===== config.mk =====
export PLATFORM = sky130hd
export DESIGN_NAME = ahb_manager
export DESIGN_NICKNAME = d
export VERILOG_FILES = /design/src/rtl/AHBCommon_pkg.sv /design/src/rtl/ahb_mgr_cmd_slot.sv /design/src/rtl/ahb_manager.sv
export SDC_FILE = /design/constraint.sdc
export NUM_CORES = 1
export LEC_CHECK = 0
export CORE_ASPECT_RATIO = 2
export CORE_MARGIN = 10
export CORE_UTILIZATION = 42
export DETAILED_ROUTE_END_ITERATION = 8
export PLACE_DENSITY = 0.79
export SLEW_MARGIN = 20
export SYNTH_ARGS = -nofsm -noshare
export SYNTH_HDL_FRONTEND = slang
export SYNTH_SLANG_ARGS = --single-unit

===== constraint.sdc =====
create_clock -name clk -period 2.2 [get_ports clk]
set_input_delay 0.33 -clock clk [delete_from_list [all_inputs] [get_ports clk]]
set_output_delay 0.33 -clock clk [all_outputs]
set_load 0.1 [all_outputs]

===== src/rtl/AHBCommon_pkg.sv =====
// Shared AHB constants and manager state encoding.
package AHBCommon_pkg;

    localparam int unsigned TransWidth = 2;

    localparam logic [TransWidth-1:0] TRANS_IDLE   = 2'b00;
    localparam logic [TransWidth-1:0] TRANS_NONSEQ = 2'b10;

    localparam logic RESP_OKAY  = 1'b0;
    localparam logic RESP_ERROR = 1'b1;

    typedef enum logic [1:0] {
        MGR_IDLE = 2'd0,
        MGR_ADDR = 2'd1,
        MGR_DATA = 2'd2,
        MGR_ERR  = 2'd3
    } mgr_state_t;

endpackage


===== src/rtl/ahb_mgr_cmd_slot.sv =====
// One-entry command holding register (write, address, write data, valid).
module ahb_mgr_cmd_slot #(
    parameter int unsigned AddrWidth = 32,
    parameter int unsigned DataWidth = 32
) (
    input  logic                 clk,
    input  logic                 nReset,
    input  logic                 i_load,
    input  logic                 i_clear,
    input  logic                 i_write,
    input  logic [AddrWidth-1:0] i_addr,
    input  logic [DataWidth-1:0] i_wdata,
    output logic                 o_valid,
    output logic                 o_write,
    output logic [AddrWidth-1:0] o_addr,
    output logic [DataWidth-1:0] o_wdata
);

    logic                 r_valid;
    logic                 r_write;
    logic [AddrWidth-1:0] r_addr;
    logic [DataWidth-1:0] r_wdata;

    // Capture a command on load; load wins over clear.
    always_ff @(posedge clk) begin
        if (!nReset) begin
            r_valid <= 1'b0;
            r_write <= 1'b0;
            r_addr  <= '0;
            r_wdata <= '0;
        end else if (i_load) begin
            r_valid <= 1'b1;
            r_write <= i_write;
            r_addr  <= i_addr;
            r_wdata <= i_wdata;
        end else if (i_clear) begin
            r_valid <= 1'b0;
        end
    end

    assign o_valid = r_valid;
    assign o_write = r_write;
    assign o_addr  = r_addr;
    assign o_wdata = r_wdata;

endmodule


===== src/rtl/ahb_manager.sv =====
// Single-transfer AHB manager: valid/ready command port in, NONSEQ transfers
// out, one in-order response pulse per command. Wait states and the two-cycle
// ERROR response are honoured.
// Define AHB_MGR_PIPELINE_EN to overlap the next address phase with the
// current data phase through a one-entry pending slot.
module ahb_manager
    import AHBCommon_pkg::*;
#(
    parameter int unsigned AddrWidth = 32,
    parameter int unsigned DataWidth = 32
) (
    input  logic                  clk,
    input  logic                  nReset,
    input  logic                  cmdValid,
    output logic                  cmdReady,
    input  logic                  cmdWrite,
    input  logic [AddrWidth-1:0]  cmdAddr,
    input  logic [DataWidth-1:0]  cmdWData,
    output logic                  rspValid,
    output logic                  rspErr,
    output logic [DataWidth-1:0]  rspData,
    output logic [AddrWidth-1:0]  addr,
    output logic                  write,
    output logic [TransWidth-1:0] trans,
    output logic [DataWidth-1:0]  wData,
    input  logic [DataWidth-1:0]  rData,
    input  logic                  ready,
    input  logic                  resp
);

    mgr_state_t            r_state;
    logic [AddrWidth-1:0]  r_addr;
    logic                  r_write;
    logic [TransWidth-1:0] r_trans;
    logic [DataWidth-1:0]  r_wdata;
    logic                  r_rsp_valid;
    logic                  r_rsp_err;
    logic [DataWidth-1:0]  r_rsp_data;
    // Attributes of the transfer currently owning the address/data phase
    logic                  r_cur_write;
    logic [DataWidth-1:0]  r_cur_wdata;

    logic                  w_accept;
    logic                  w_pend;
    logic                  w_pend_write;
    logic [AddrWidth-1:0]  w_pend_addr;
    logic [DataWidth-1:0]  w_pend_wdata;

    assign w_accept = cmdValid && cmdReady;

`ifdef AHB_MGR_PIPELINE_EN
    logic w_slot_load;
    logic w_slot_clear;

    // Park a command accepted while the current data phase is still waiting.
    assign w_slot_load  = w_accept && (r_state == MGR_DATA) && !ready;
    assign w_slot_clear = w_pend && ready &&
                          ((r_state == MGR_DATA) || (r_state == MGR_ERR));

    ahb_mgr_cmd_slot #(
        .AddrWidth (AddrWidth),
        .DataWidth (DataWidth)
    ) u_pend_slot (
        .clk     (clk),
        .nReset  (nReset),
        .i_load  (w_slot_load),
        .i_clear (w_slot_clear),
        .i_write (cmdWrite),
        .i_addr  (cmdAddr),
        .i_wdata (cmdWData),
        .o_valid (w_pend),
        .o_write (w_pend_write),
        .o_addr  (w_pend_addr),
        .o_wdata (w_pend_wdata)
    );
`else
    assign w_pend       = 1'b0;
    assign w_pend_write = 1'b0;
    assign w_pend_addr  = '0;
    assign w_pend_wdata = '0;
`endif

    // Command port ready decoded from state, held low during reset.
    always_comb begin
        cmdReady = 1'b0;
        if (nReset) begin
            if (r_state == MGR_IDLE) begin
                cmdReady = 1'b1;
            end
`ifdef AHB_MGR_PIPELINE_EN
            else if (r_state == MGR_DATA) begin
                cmdReady = !w_pend;
            end
`endif
        end
    end

    // Transfer sequencing with registered bus and response outputs.
    always_ff @(posedge clk) begin
        if (!nReset) begin
            r_state     <= MGR_IDLE;
            r_addr      <= '0;
            r_write     <= 1'b0;
            r_trans     <= TRANS_IDLE;
            r_wdata     <= '0;
            r_rsp_valid <= 1'b0;
            r_rsp_err   <= 1'b0;
            r_rsp_data  <= '0;
            r_cur_write <= 1'b0;
            r_cur_wdata <= '0;
        end else begin
            r_rsp_valid <= 1'b0;
            case (r_state)
                MGR_IDLE: begin
                    if (w_accept) begin
                        r_addr      <= cmdAddr;
                        r_write     <= cmdWrite;
                        r_trans     <= TRANS_NONSEQ;
                        r_cur_write <= cmdWrite;
                        r_cur_wdata <= cmdWData;
                        r_state     <= MGR_ADDR;
                    end
                end
                MGR_ADDR: begin
                    if (ready) begin
                        r_trans <= TRANS_IDLE;
                        r_wdata <= r_cur_wdata;
                        r_state <= MGR_DATA;
                    end
                end
                MGR_DATA: begin
                    if (ready) begin
                        // Completion; a single-cycle ERROR also ends here
                        r_rsp_valid <= 1'b1;
                        r_rsp_err   <= (resp == RESP_ERROR);
                        r_rsp_data  <= ((resp == RESP_OKAY) && !r_cur_write) ? rData : '0;
                        if (w_pend) begin
                            // Pending address phase completes on this edge too
                            r_trans     <= TRANS_IDLE;
                            r_wdata     <= w_pend_wdata;
                            r_cur_write <= w_pend_write;
                        end else if (w_accept) begin
                            r_addr      <= cmdAddr;
                            r_write     <= cmdWrite;
                            r_trans     <= TRANS_NONSEQ;
                            r_cur_write <= cmdWrite;
                            r_cur_wdata <= cmdWData;
                            r_state     <= MGR_ADDR;
                        end else begin
                            r_state <= MGR_IDLE;
                        end
                    end else if (resp == RESP_ERROR) begin
                        // First ERROR cycle: cancel any address on the bus
                        r_trans <= TRANS_IDLE;
                        r_state <= MGR_ERR;
                    end else if (w_accept) begin
                        r_addr  <= cmdAddr;
                        r_write <= cmdWrite;
                        r_trans <= TRANS_NONSEQ;
                    end
                end
                MGR_ERR: begin
                    if (ready) begin
                        r_rsp_valid <= 1'b1;
                        r_rsp_err   <= 1'b1;
                        r_rsp_data  <= '0;
                        if (w_pend) begin
                            r_addr      <= w_pend_addr;
                            r_write     <= w_pend_write;
                            r_trans     <= TRANS_NONSEQ;
                            r_cur_write <= w_pend_write;
                            r_cur_wdata <= w_pend_wdata;
                            r_state     <= MGR_ADDR;
                        end else begin
                            r_state <= MGR_IDLE;
                        end
                    end
                end
                default: r_state <= MGR_IDLE;
            endcase
        end
    end

    assign addr     = r_addr;
    assign write    = r_write;
    assign trans    = r_trans;
    assign wData    = r_wdata;
    assign rspValid = r_rsp_valid;
    assign rspErr   = r_rsp_err;
    assign rspData  = r_rsp_data;

endmodule


### Yosys cells after proc, flatten, opt, wreduce, memory -nomap -nowiden

Cells that the tools add are included.

| storage, ports and cells | value |
|---|---|
| bits in registers | 136 |
| input port bits | 102 |
| output and inout port bits | 102 |
| logic and storage cells | 70 |

| cells by class | value |
|---|---|
| equal/unequal tests | 9 |
| muxes and demuxes | 35 |
| bitwise operators | 2 |
| reduce and logical (&&, ||, !) cells | 14 |

Operators by type and width:

| cell | number |
|---|---|
| $mux 32 | 8 |
| $pmux 32 s2 | 3 |
| $mux 2 | 8 |
| $mux 1 | 11 |
| $reduce_and 2->1 | 5 |
| $ne 2x2->1 const B | 4 |
| $pmux 2 s4 | 1 |
| $ne 3x3->1 const B | 2 |
| $pmux 1 s2 | 3 |
| $pmux 2 s3 | 1 |
| $eq 2x2->1 const B | 2 |
| $reduce_and 4->1 | 1 |
| $reduce_bool 2->1 | 2 |
| $reduce_and 3->1 | 1 |
| $eq 2x1->1 const B | 1 |
| $logic_and 1x1->1 | 2 |
| $logic_not 2->1 | 1 |
| $not 1->1 | 2 |
| $reduce_or 2->1 | 1 |
| $logic_not 1->1 | 1 |

### Longest topological paths before layout

| logic depth | value |
|---|---|
| depth in word-level cells | 8 |
| mapped depth | 8 |
| depth with buffers taken out | 6 |

### Least setup slack after synthesis

No wires, ideal clock.

| timing | value |
|---|---|
| kind | flip-flop to output port |
| start point | reg r_state[0] |
| end point | out cmdReady |
| arrival | 1.379 ns |
| data required time | 1.870 ns |
| slack | 0.491 ns |
| stages on the path, launching flop included | 4 |
| path buffers | 0 |
| cell sequence | dfxtp_1 > inv_1 > ha_1 > and2_1 |

| between the ends | value |
|---|---|
| longest elaborated chain between the ends | 3 |

RTL lines:

| item | RTL line | RTL |
|---|---|---|
| from (decl) | ahb_manager.sv:31 | `mgr_state_t r_state;` |
| from (signal assigned) | ahb_manager.sv:101 | `r_state <= MGR_IDLE;` |
| from (signal assigned) | ahb_manager.sv:121 | `r_state <= MGR_ADDR;` |
| from (signal assigned) | ahb_manager.sv:128 | `r_state <= MGR_DATA;` |
| $logic_not 2->1 | ahb_manager.sv:87 | `if (r_state == MGR_IDLE) begin` |
| $mux 1 | ahb_manager.sv:87 |  |
| $mux 1 | ahb_manager.sv:86 | `if (nReset) begin` |
| to (decl) | ahb_manager.sv:15 | `output logic cmdReady,` |

No other way between the ends.

### Final worst setup path

| timing | value |
|---|---|
| start point | reg r_state[0] |
| end point | reg r_state[0] |

| between the ends | value |
|---|---|
| longest elaborated chain between the ends | 7 |
| elaborated cells on any way between the ends | 15 |
| classes of those cells | 7 x eq/ne; 5 x mux; 3 x reduce/logical |

RTL lines:

| item | RTL line | RTL |
|---|---|---|
| $logic_not 2->1 | ahb_manager.sv:87, ahb_manager.sv:113 |  |
| $mux 1 | ahb_manager.sv:87 |  |
| $mux 1 | ahb_manager.sv:86 |  |
| $logic_and 1x1->1 | ahb_manager.sv:49 | `assign w_accept = cmdValid && cmdReady;` |
| $mux 1 | ahb_manager.sv:142 | `end else if (w_accept) begin` |
| $mux 2 | ahb_manager.sv:132 | `if (ready) begin` |
| $pmux 2 s4 | ahb_manager.sv:113 | `case (r_state)` |

Several ways; a longest one is shown, not always the timed one.
A chain may end at the register's enable or synchronous reset.

==> out/summary.txt <==
STATUS
----------------------------------------------------------------------------------
Status .............................................................. finished, final reports clean

CLOCKING
----------------------------------------------------------------------------------
Total setup buffers inserted after CTS ..............................            0
Clock Latency Late Sink .............................................      0.41 ns
H-tree levels .......................................................            4
Number of sinks driven by the clock tree ............................          136
Number of gates given a new drive strength after cts ................            0
CTS max path bufs ...................................................            2
Inserted Clock Buffers ..............................................           17
Post-CTS Hold Buffers ...............................................            0
Clk root buf ........................................................    clkbuf_16
CTS clk-pin slew, worst paths .......................................      0.06 ns
TritonCTS clock tree ................................................        built

TIMING
----------------------------------------------------------------------------------
Slew @ Worst Pin ....................................................     0.495 ns
Final Critical Period ...............................................      1.90 ns
Layout Skew .........................................................   0.00793 ns
Relative max-transition margin ......................................        0.667
Number of endpoints failing setup at the final stage ................            0
Fmax ................................................................    0.526 GHz
Worst-case hold slack ...............................................     0.448 ns
Final period utilization ............................................        0.864
Final number of max-transition violations ...........................            0
Unrepaired setup endpoints after global routing .....................        false
Final hold violations ...............................................            0
Final total negative setup slack ....................................         0 ns

WORST SETUP PATH
----------------------------------------------------------------------------------
R2R Setup Slk .......................................................      0.30 ns
Kind of end point of the critical path ..............................         flop
Data arrival time of the critical path ..............................      2.21 ns
Crit path launch type ...............................................         flop
CP max FO ...........................................................            6
Worst endpoint required time ........................................      2.51 ns
Startpoint of the most critical register-to-register path ...........   r_state[0]
Critical path class ................................................. flop to flop
Reg-to-reg endpoint .................................................   r_state[0]
Logic depth of the worst register-to-register path ..................            6

MIN PATH
----------------------------------------------------------------------------------
Type of the worst min-delay path .................................... flop to flop
Hold Path End .......................................................     wData[6]
Hold Startpoint ..................................................... r_cur_wdata[6]
Worst hold path cell count ..........................................            2

ROUTING
----------------------------------------------------------------------------------
DR WL/cell ..........................................................      16.6 um
Total number of vias ................................................         4683
Number of vias per cell after detailed routing ......................         5.03
Total iterations of the first detailed-routing run ..................            4
Remaining DRCs ......................................................            0
Starting DRC count in detailed routing ..............................          186
WL final ............................................................     15500 um
Post-route ant nets .................................................            0

CELLS AND AREA
----------------------------------------------------------------------------------
Nets ................................................................          882
Commonest non-fill, non-tap cell in the layout ......................      nand2_1
Share of final-layout standard cells stronger than drive strength 1 .        0.199
Commonest cells after routing, fill and taps aside .................. 199 x nand2_1, 136 x dfxtp_1, 113 x buf_4, 101 x a21oi_1, 101 x clkdlybuf4s50_1
Non-Filler Cell Area, Final .........................................     7380 um2
Number of fill cells in the layout ..................................          953
Share of the core filled with cells .................................        0.654
Area added between synthesis and finish .............................        52.1%

POWER AND IR DROP
----------------------------------------------------------------------------------
Total power density per cell area ...................................  1070 nW/um2
Worst ir drop on vdd ................................................     0.667 mV
P_leak ..............................................................      2.93 nW

GLOBAL ROUTE
----------------------------------------------------------------------------------
Pin count of the biggest net entering global routing ................           52
Overall overflow remaining after global route .......................            0
Global-route wire length before repair ..............................     24000 um
Total global routing track utilization ..............................        0.188
Vias in the first global route ......................................         4818
Number of antenna violations at the first check in global routing ...            1

LOGIC SYNTHESIS
----------------------------------------------------------------------------------
Net Count, Synth ....................................................          684
Average cell area after synthesis ...................................     8.41 um2
Flip-flop and latch count after synthesis ...........................          136
Sequential area share after synthesis ...............................        0.561
Post-synthesis cell type count ......................................           29
Synth Cell Area .....................................................     4850 um2
Syn Inst Count ......................................................          577
Ys Warns ............................................................            0

PLACED DESIGN
----------------------------------------------------------------------------------
Count of input and output buffers ...................................          203
Placed standard-cell area ...........................................     6770 um2
Routability Congestion ..............................................        0.819
HPWL reported at the end of detailed placement ......................     11800 um

FLOORPLAN
----------------------------------------------------------------------------------
Row count ...........................................................           55
Initial core utilization ............................................        0.430
Area inside the core boundary .......................................    11300 um2
Horiz. Die Dim ......................................................      96.0 um
Full die area .......................................................    16500 um2
Top-level I/O count .................................................          204
Height of the chip ..................................................       172 um

FLOW RUN
----------------------------------------------------------------------------------
Total of max-cap violations .........................................            0

## worst max path at each step
stage	slack [ns]	end	startpoint
floorplan	0.49	cmdReady	r_state[0]
global placement	0.26	r_cur_wdata[20]	nReset
detailed placement	0.21	r_cur_wdata[25]	nReset
CTS	0.31	cmdReady	r_state[0]
global route	0.15	r_cur_wdata[31]	r_state[0]
finish	0.30	r_state[0]	r_state[0]
## metal layers
metal,vias to the layer above,share of wire,GRT usage
met4,0,0.041,0.108
met1,2181,0.35,0.174
met5,-,0,0
met2,165,0.54,0.335
li1,2302,-,-
met3,35,0.075,0.0708
## synthesized netlist by cell type, drive strengths merged
library cell	number	area [um2]
nand2	199	747
dfxtp	136	2720
a21oi	102	522
nor2	38	150
a22oi	32	240
clkbuf	21	78.8
buf	19	139
ha	5	62.6
inv	5	18.8
a311oi	2	17.5
and2	2	12.5
nor2b	2	12.5
o21ai	2	21.3
o31ai	2	15.0
a211oi	1	7.51
a21o	1	8.76
a31oi	1	6.26
a41o	1	10.0
and2b	1	10.0
and3b	1	8.76
nand3	1	5.00
nor4	1	21.3
o21a	1	7.51
or2	1	6.26
## flip-flops by register name, summed over array words and instances, names as in the netlist
| signal | count |
|---|---|
| r_cur_write | 1 |
| rspData | 32 |
| r_cur_wdata | 32 |
| rspErr | 1 |
| wData | 32 |
| r_state | 2 |
| addr | 32 |
| rspValid | 1 |
| trans | 2 |
| write | 1 |
## report_power, final
part / total [mW] / switching (mW) / leakage (nW) / internal [mW]
sequential: 2.79 / 0.120 / 1.10 / 2.67
combinational: 2.27 / 1.62 / 1.54 / 0.644
clock: 2.83 / 1.11 / 0.290 / 1.73
## final cells by class
| cell class | count | area, um2 | area share |
|---|---|---|---|
| clock inverters | 14 | 165 | 0.0224 |
| clock buffers | 18 | 439 | 0.0595 |
| inverters | 5 | 21.3 | 0.00288 |
| multi-input cells | 396 | 1890 | 0.256 |
| flip-flops and latches | 136 | 2720 | 0.369 |
| well taps | 142 | 178 | 0.0241 |
| repair buffers | 219 | 1960 | 0.266 |
| diodes | 1 | 2.50 | 0.000339 |
## worst max-delay path, stage by stage, from the launching register on
cell      delay, ns
dfxtp_1        0.39
inv_1          0.12
ha_1           0.32
nor2b_1        0.17
o31ai_1        0.42
a21oi_1        0.14
a311oi_1       0.25
## logic make-up (layout without fill, tap and decap cells)
group / Yosys count / after routing / share of synthesized area
AO/OA/AOI/OAI: 145 / 145 / 0.176
flip-flops: 136 / 136 / 0.561
other: 0 / 1 / 0
buffers and inverters: 45 / 256 / 0.0487
AND/OR/NAND/NOR: 246 / 246 / 0.201
adder cells (fa/ha/maj): 5 / 5 / 0.0129
## per-stage QoR
step | power, mW | setup slack [ns] | instances
finish | 7.89 | 0.300 | 931
global route | 8.20 | 0.145 | 931
CTS | 7.97 | 0.313 | 930
detailed placement | 5.12 | 0.210 | 898
global placement | 5.05 | 0.260 | 898
floorplan | 4.45 | 0.491 | 577
No activity file was read; power rests on OpenSTA's default activity.
